## src/rtl/interrupt_sequencer.sv

```systemverilog
// interrupt_sequencer: takes over the 6502 bus at instruction boundaries to run the
// RESET / NMI / IRQ / BRK entry sequence: three stack pushes (PCH, PCL, P), vector
// fetch (low, high), then a PC load with the I flag set.
//
// Ports:
//   clk, rst_n          clock, asynchronous active-low reset
//   clk_enable          state advances only on enabled edges
//   irq, nmi            level IRQ, rising-edge NMI
//   i_flag              interrupt-disable flag
//   brk_req, boundary   decoder has BRK / decoder is at opcode fetch
//   pc_in, sp_in        current PC and SP
//   status_in           {N,V,B,D,I,Z,C}
//   data_in             memory read data
//   seq_active          sequencer owns address/rw/data_out
//   address, rw         bus address, 1=read 0=write
//   data_out            write data
//   sp_dec              decrement SP on this enabled cycle
//   pc_load, pc_value   load PC from the fetched vector
//   set_i               set I flag (with pc_load)
module interrupt_sequencer #(
  parameter logic [15:0] VEC_NMI = 16'hFFFA,
  parameter logic [15:0] VEC_RES = 16'hFFFC,
  parameter logic [15:0] VEC_IRQ = 16'hFFFE
) (
  input  logic        clk,
  input  logic        rst_n,
  input  logic        clk_enable,
  input  logic        irq,
  input  logic        nmi,
  input  logic        i_flag,
  input  logic        brk_req,
  input  logic        boundary,
  input  logic [15:0] pc_in,
  input  logic [7:0]  sp_in,
  input  logic [6:0]  status_in,
  input  logic [7:0]  data_in,
  output logic        seq_active,
  output logic [15:0] address,
  output logic        rw,
  output logic [7:0]  data_out,
  output logic        sp_dec,
  output logic        pc_load,
  output logic [15:0] pc_value,
  output logic        set_i
);

  typedef enum logic [2:0] {
    StRstHold, StIdle, StPushPch, StPushPcl, StPushP, StVecLo, StVecHi, StLoadPc
  } state_e;

  typedef enum logic [1:0] {KindReset, KindNmi, KindIrq, KindBrk} kind_e;

  state_e      state_q, state_d;
  kind_e       kind_q, kind_d;
  logic        nmi_q;
  logic        nmi_pending_q, nmi_pending_d;
  logic [15:0] vec_q, vec_d;
  logic [7:0]  vec_lo_q, vec_hi_q;
  logic        nmi_rise;
  logic [7:0]  p_byte;

  assign nmi_rise = nmi & ~nmi_q;

  // Pushed P: bit 5 always 1, B replaced by "this is a BRK".
  assign p_byte = {status_in[6:5], 1'b1, (kind_q == KindBrk), status_in[3:0]};

  always_comb begin
    state_d       = state_q;
    kind_d        = kind_q;
    vec_d         = vec_q;
    nmi_pending_d = nmi_pending_q;
    unique case (state_q)
      StRstHold: state_d = StPushPch;
      StIdle: begin
        if (boundary) begin
          if (nmi_pending_q) begin
            kind_d  = KindNmi;
            state_d = StPushPch;
          end else if (brk_req) begin
            kind_d  = KindBrk;
            state_d = StPushPch;
          end else if (irq && !i_flag) begin
            kind_d  = KindIrq;
            state_d = StPushPch;
          end
        end
      end
      StPushPch: state_d = StPushPcl;
      StPushPcl: state_d = StPushP;
      StPushP: begin
        state_d = StVecLo;
        unique case (kind_q)
          KindReset: vec_d = VEC_RES;
          KindNmi: begin
            vec_d         = VEC_NMI;
            nmi_pending_d = 1'b0;
          end
          KindIrq, KindBrk: begin
            // A pending NMI hijacks the vector; the pushed P is left as-is.
            if (nmi_pending_q) begin
              vec_d         = VEC_NMI;
              nmi_pending_d = 1'b0;
            end else begin
              vec_d = VEC_IRQ;
            end
          end
        endcase
      end
      StVecLo:  state_d = StVecHi;
      StVecHi:  state_d = StLoadPc;
      StLoadPc: state_d = StIdle;
    endcase
    // A fresh edge on the clearing cycle must survive, so it is applied last.
    if (nmi_rise) nmi_pending_d = 1'b1;
  end

  always_ff @(posedge clk or negedge rst_n) begin
    if (!rst_n) begin
      state_q       <= StRstHold;
      kind_q        <= KindReset;
      nmi_q         <= 1'b0;
      nmi_pending_q <= 1'b0;
      vec_q         <= 16'h0000;
      vec_lo_q      <= 8'h00;
      vec_hi_q      <= 8'h00;
    end else if (clk_enable) begin
      state_q       <= state_d;
      kind_q        <= kind_d;
      nmi_q         <= nmi;
      nmi_pending_q <= nmi_pending_d;
      vec_q         <= vec_d;
      if (state_q == StVecLo) vec_lo_q <= data_in;
      if (state_q == StVecHi) vec_hi_q <= data_in;
    end
  end

  always_comb begin
    seq_active = 1'b1;
    address    = 16'h0000;
    rw         = 1'b1;
    data_out   = 8'h00;
    sp_dec     = 1'b0;
    pc_load    = 1'b0;
    set_i      = 1'b0;
    pc_value   = {vec_hi_q, vec_lo_q};
    unique case (state_q)
      StRstHold: ;
      StIdle:    seq_active = 1'b0;
      StPushPch, StPushPcl, StPushP: begin
        address = {8'h01, sp_in};
        sp_dec  = 1'b1;
        // Reset entry performs dummy reads but still walks SP down.
        rw      = (kind_q == KindReset);
        unique case (state_q)
          StPushPch: data_out = pc_in[15:8];
          StPushPcl: data_out = pc_in[7:0];
          default:   data_out = p_byte;
        endcase
      end
      StVecLo: address = vec_q;
      StVecHi: address = vec_q + 16'd1;
      StLoadPc: begin
        pc_load = 1'b1;
        set_i   = 1'b1;
      end
    endcase
  end

endmodule

```

## config.mk

```make
export PLATFORM = sky130hd
export DESIGN_NAME = interrupt_sequencer
export DESIGN_NICKNAME = d
export VERILOG_FILES = /design/src/rtl/interrupt_sequencer.sv
export SDC_FILE = /design/constraint.sdc
export NUM_CORES = 1
export LEC_CHECK = 0
export CORE_MARGIN = 3
export CORE_UTILIZATION = 37
export CTS_CLUSTER_SIZE = 40
export DETAILED_ROUTE_END_ITERATION = 12
export PLACE_DENSITY = 0.79
export SYNTH_ARGS = -nofsm -noshare
export SYNTH_HDL_FRONTEND = slang
export SYNTH_SLANG_ARGS = --single-unit
```

## constraint.sdc

```tcl
create_clock -name clk -period 1.7 [get_ports clk]
set_input_delay 0.34 -clock clk [delete_from_list [all_inputs] [get_ports clk]]
set_output_delay 0.34 -clock clk [all_outputs]
set_load 0.01 [all_outputs]
```

Word-level counts from Yosys, hierarchy flattened
Cells that the tools add are included.
{ "totals": {"n_memories": 0, "latchBits": 0, "mem_bits_ro": 0, "in_bits": 47, "wordCells": 58, "ram_bits": 0, "register_bits": 39, "output_inout_bits": 45} }
{ "classes": {"order_cmp": 0, "shifts": 0, "reduce_logical": 16, "multipliers": 0, "mux": 20, "n_eq_ne": 12, "bitwise": 2, "div_mod_pow": 0, "addsub": 1} }
{ "ops": {"columns": ["cell", "count"], "rows": [
  ["one-hot mux 16 bit (3 select lines)", 2],
  ["one-hot mux 3 bit (8 select lines)", 1],
  ["adder 16 x 1 -> 16 bit (second input constant)", 1],
  ["one-hot mux 8 bit (2 select lines)", 1],
  ["2-to-1 mux 3 bit", 5],
  ["== test 3 bit (second input constant)", 4],
  ["2-to-1 mux 8 bit", 1],
  ["2-to-1 mux 1 bit", 7],
  ["== test 3 x 2 -> 1 bit (second input constant)", 2],
  ["2-to-1 mux 2 bit", 3],
  ["AND reduction 2 bit", 3],
  ["AND reduction 3 bit", 2],
  ["OR reduction 3 bit", 2],
  ["== test 2 bit (second input constant)", 2],
  ["!= test 4 bit (second input constant)", 1],
  ["AND reduction 4 bit", 1],
  ["nonzero test 2 bit", 2],
  ["== test 3 x 1 -> 1 bit (second input constant)", 1],
  ["zero test 3 bit", 1],
  ["nonzero test 3 bit", 1],
  ["== test 2 x 1 -> 1 bit (second input constant)", 1],
  ["zero test 2 bit", 1],
  ["!= test 2 bit (second input constant)", 1],
  ["OR reduction 2 bit", 1],
  ["other kinds (4)", 4]
]} }

Longest topological paths before layout
{ "depth": {"depth_word": 7, "ltp_mapped": 5, "depth_no_buf": 3} }

Least setup slack after synthesis
No wires, ideal clock.
{ "synth_timing": {"path_type": "register -> output", "startpoint": "register state_q[0]", "endpoint": "output address[8]", "arrival_time_ns": 1.339, "n_path_buf": 2, "path_stages_with_launch": 6, "slack_ns": 0.021, "required_time_ns": 1.360, "cell_sequence": "dfrtp_1 -> buf_2 -> xor2_1 -> and3_1 -> clkbuf_1 -> or2_1"} }
{ "synth_between": {"elab_chain_cells": 3, "elab_cells_between_ends": 7, "classes_between": "eq/ne (5); mux (1); reduce/logical (1)"} }
{ "synth_lines": {"columns": ["item", "line_no", "rtl"], "rows": [
  ["start, declared", "53", "state_e state_q, state_d;"],
  ["start signal, assigned", "119", "state_q <= StRstHold;"],
  ["start signal, assigned", "127", "state_q <= state_d;"],
  ["== test 3 x 2 -> 1 bit / == test 3 bit (equally long branches)", "146", "unique case (state_q)"],
  ["OR reduction 3 bit", "146", null],
  ["one-hot mux 16 bit (3 select lines) *", "146", null],
  ["end, declared", "38", "output logic [15:0] address,"]
]} }
Every way passes the cells marked *; elsewhere a longest branch is shown, timed or not.

Worst setup path after layout
{ "layout_timing": {"startpoint": "register state_q[2]", "endpoint": "output address[4]"} }
Same word-level chain as after synthesis.

==> results.yml <==
setup_path:
  max_stage_delay_ns: 0.49
  cp-start-kind: "flop"
  cp_top_family: "flip-flops"
  worstPathRequired_ns: 1.36
  path_common_cell: "buf_6"
  crit_slowest_cell: "dfrtp_2"
  end_kind: "output pin"
  arrival_ns: 1.50
  path_max_fanout: 6
  path_cells: "buf_6, and3_4, buf_6, a21o_1, buf_2"
  critPathBufInv: 3
  path_class: "reg2out"
sta:
  skew_ns: 0.00335
  setup_viol: 16
  whs_ns: 0.429
  final_hold_viol_count: 0
  drv_slew: 0
  worst_pin_slew_ns: 0.322
  final.setup.worst_slack_ns: -0.140
  fin_crit_sh_pct: 108
  relSlewSlack_pct: 78.3
  rsz0062_at_grt: "yes"
  min_period_ns: 1.84
  fmax_mhz: 543
yosys:
  synth_top_area_share_pct: 43.7
  synth_fa_ha_area_share_pct: 0
  synth-seq-cells: 26
  synth.area.top_cells: "dfrtp_1 44%, mux2_2 13%, o2bb2ai_1 5.9%"
  synth_cell_types: 38
  synth-edff-count: 0
  synth_common_cells: "26 x dfrtp_1, 17 x mux2_2, 10 x o2bb2ai_1"
  synth_simple_gate_area_share_pct: 12.1
  async_flop_share_pct: 100
  seq_area_frac_synth_pct: 43.7
  synthMostInstantiatedCell: "dfrtp_1"
  ys_dominant_reg_cell: "dfrtp_1"
  syn_nets: 180
  avgSynthCellArea_um2: 11.2
  ys_warn_count: 0
  synth_top_family_by_area: "compound AO/OA/AOI/OAI gates"
  synth_xor_area_share_pct: 1.18
  synth-compound-area-share_pct: 21.1
  synthesis.instances: 133
  syn_area_um2: 1490
  yosys.area.top_type: "dfrtp_1"
  synth.mux.area_fraction_pct: 14.2
pwr:
  p_seq_share_pct: 22.9
  p_leak_nw: 1.19
  cellPowerDensity_nw_per_um2: 1960
  p_sw_w: 0.00197
  max-vdd-ir-drop_v: 0.00108
  clkPwrFrac_pct: 9.6
  swShare_pct: 37.6
  p_int_w: 0.00326
  pwr-share-comb_pct: 67.5
floorplanning:
  core_area_um2: 3770
  die_w_um: 69.4
  fp.dieH_um: 69.4
  ios: 92
  dieArea_um2: 4820
  initial_core_util_pct: 39.4
  rows: 22
grt:
  first_global_vias: 1656
  overflow: 0
  grt_first_pass_wirelength_um: 7960
  antenna_found_initial: 0
  track_usage_pct: 20.0
  grt_max_degree: 27
clocking:
  clock_latency_ns: 0.27
  path_clk_slew_ns: 0.09
  h-tree-depth: 1
  clockRootBuffer: "clkbuf_8"
  cts_tree: "yes"
  numCtsBuffers: 3
  cts_buffer_depth: 2
  clock_sinks: 26
finish:
  fin_area_um2: 2670
  final_util_pct: 70.8
  layout.nets: 286
  syn2layout_area_growth_pct: 79.6
  antenna_cells: 0
  post_route_cells_drive_above_1_share_pct: 42.9
flow_run:
  max-cap-violations: 0
hold_path:
  min_path_type: "in2async"
routing:
  wl_per_cell_um: 16.7
  drc: 0
  drt_wl_total_um: 4770
  route.vias.total: 1534
  avgViaCountPerCell: 5.36
  ant_nets: 0
  drt_pass1_iterations: 4
  drt-initial-drc-count: 47
placement:
  dpl_cell_area_um2: 2500
  gp_congestion: 0.953
  dp_hpwl_um: 3620
  io_buffers: 90
outcome:
  status: "finished with violations"
  violations: "negative setup slack"
## repair_timing
item	in CTS	in global routing
hold endpoints to repair	0	0
endpoints found under the setup margin	29	37
pin swaps	15	4
setup buffers	5	0
hold buffers	0	0
gates cloned	1	0
resized for setup	139	21
## state kept, by name, indices dropped and copies added (netlist names)
signal	count
vec_hi_q	8
nmi_pending_q	1
nmi_q	1
state_q	3
kind_q	2
vec_q	3
vec_lo_q	8
## power by group through the flow
stage	combinational [W]	sequential, W	clock, W
5_1_grt	0.00378	0.00124	0.000540
3_3_place_gp	0.00326	0.00114	0
3_5_place_dp	0.00332	0.00117	0
4_1_cts	0.00325	0.00119	0.000514
6_report	0.00353	0.00120	0.000504
2_1_floorplan	0.00156	0.00120	0
## routing by layer
layer	global-route usage, %	wire length, µm
met1	22.5	1840
met2	35.1	2370
met3	6.96	495
met5	0	0
met4	6.51	65
## per-stage QoR
| step | TNS (ns) | power, W | cells | worst slack, ns |
|---|---|---|---|---|
| 5_1_grt | -3.25 | 0.00556 | 286 | -0.198 |
| 3_3_place_gp | -5.66 | 0.00440 | 276 | -0.314 |
| 4_1_cts | -1.57 | 0.00495 | 286 | -0.126 |
| 3_5_place_dp | -6.59 | 0.00448 | 276 | -0.336 |
| 2_1_floorplan | 0 | 0.00276 | 133 | 0.0208 |
| 6_report | -1.73 | 0.00523 | 286 | -0.140 |
## worst paths after layout
kind / startpoint / to / slack [ns] / cells past startpoint
min in group clk: nmi_q$_DFFE_PN0P_ / nmi_pending_q$_DFFE_PN0P_ / 0.45 / 1
worst min-delay path: rst_n / vec_hi_q[5]$_DFFE_PN0P_ / 0.43 / 2
worst max register to register: state_q[1]$_DFFE_PN0P_ / vec_lo_q[6]$_DFFE_PN0P_ / 0.05 / 6
worst min register to register: nmi_q$_DFFE_PN0P_ / nmi_pending_q$_DFFE_PN0P_ / 0.45 / 1
max in group asynchronous: rst_n / state_q[2]$_DFFE_PN0P_ / 1.01 / 2
worst max-delay path: state_q[2]$_DFFE_PN0P_ / address[4] / -0.14 / 5
## area by class of cell
type / instances / area, µm²
fill: 281 / 1100
timing repair buffer: 116 / 1050
inverter: 4 / 15.0
multi-input combinational: 88 / 822
clock buffer: 3 / 41.3
sequential: 26 / 654
clock inverter: 1 / 30.0
tap: 48 / 60.1
## cell usage in the layout (no fill, tap or decap), drive strengths merged, types with 4 or more instances in the layout
cell type and count:
mux2 17, dfrtp 26, clkbuf 4, buf 54, o2bb2ai 10, clkdlybuf4s50 61
a21o 5, nand2 4, a22oi 6, nor2 4, inv 4, nor2b 4
o21ai 8
## cell families after synthesis
group / Yosys count
AND/OR/NAND/NOR: 25
XOR/XNOR: 2
buffers and inverters: 19
flip-flops: 26
multiplexers: 19
AO/OA/AOI/OAI: 42
Note: power is estimated with default switching activity, not from simulation.
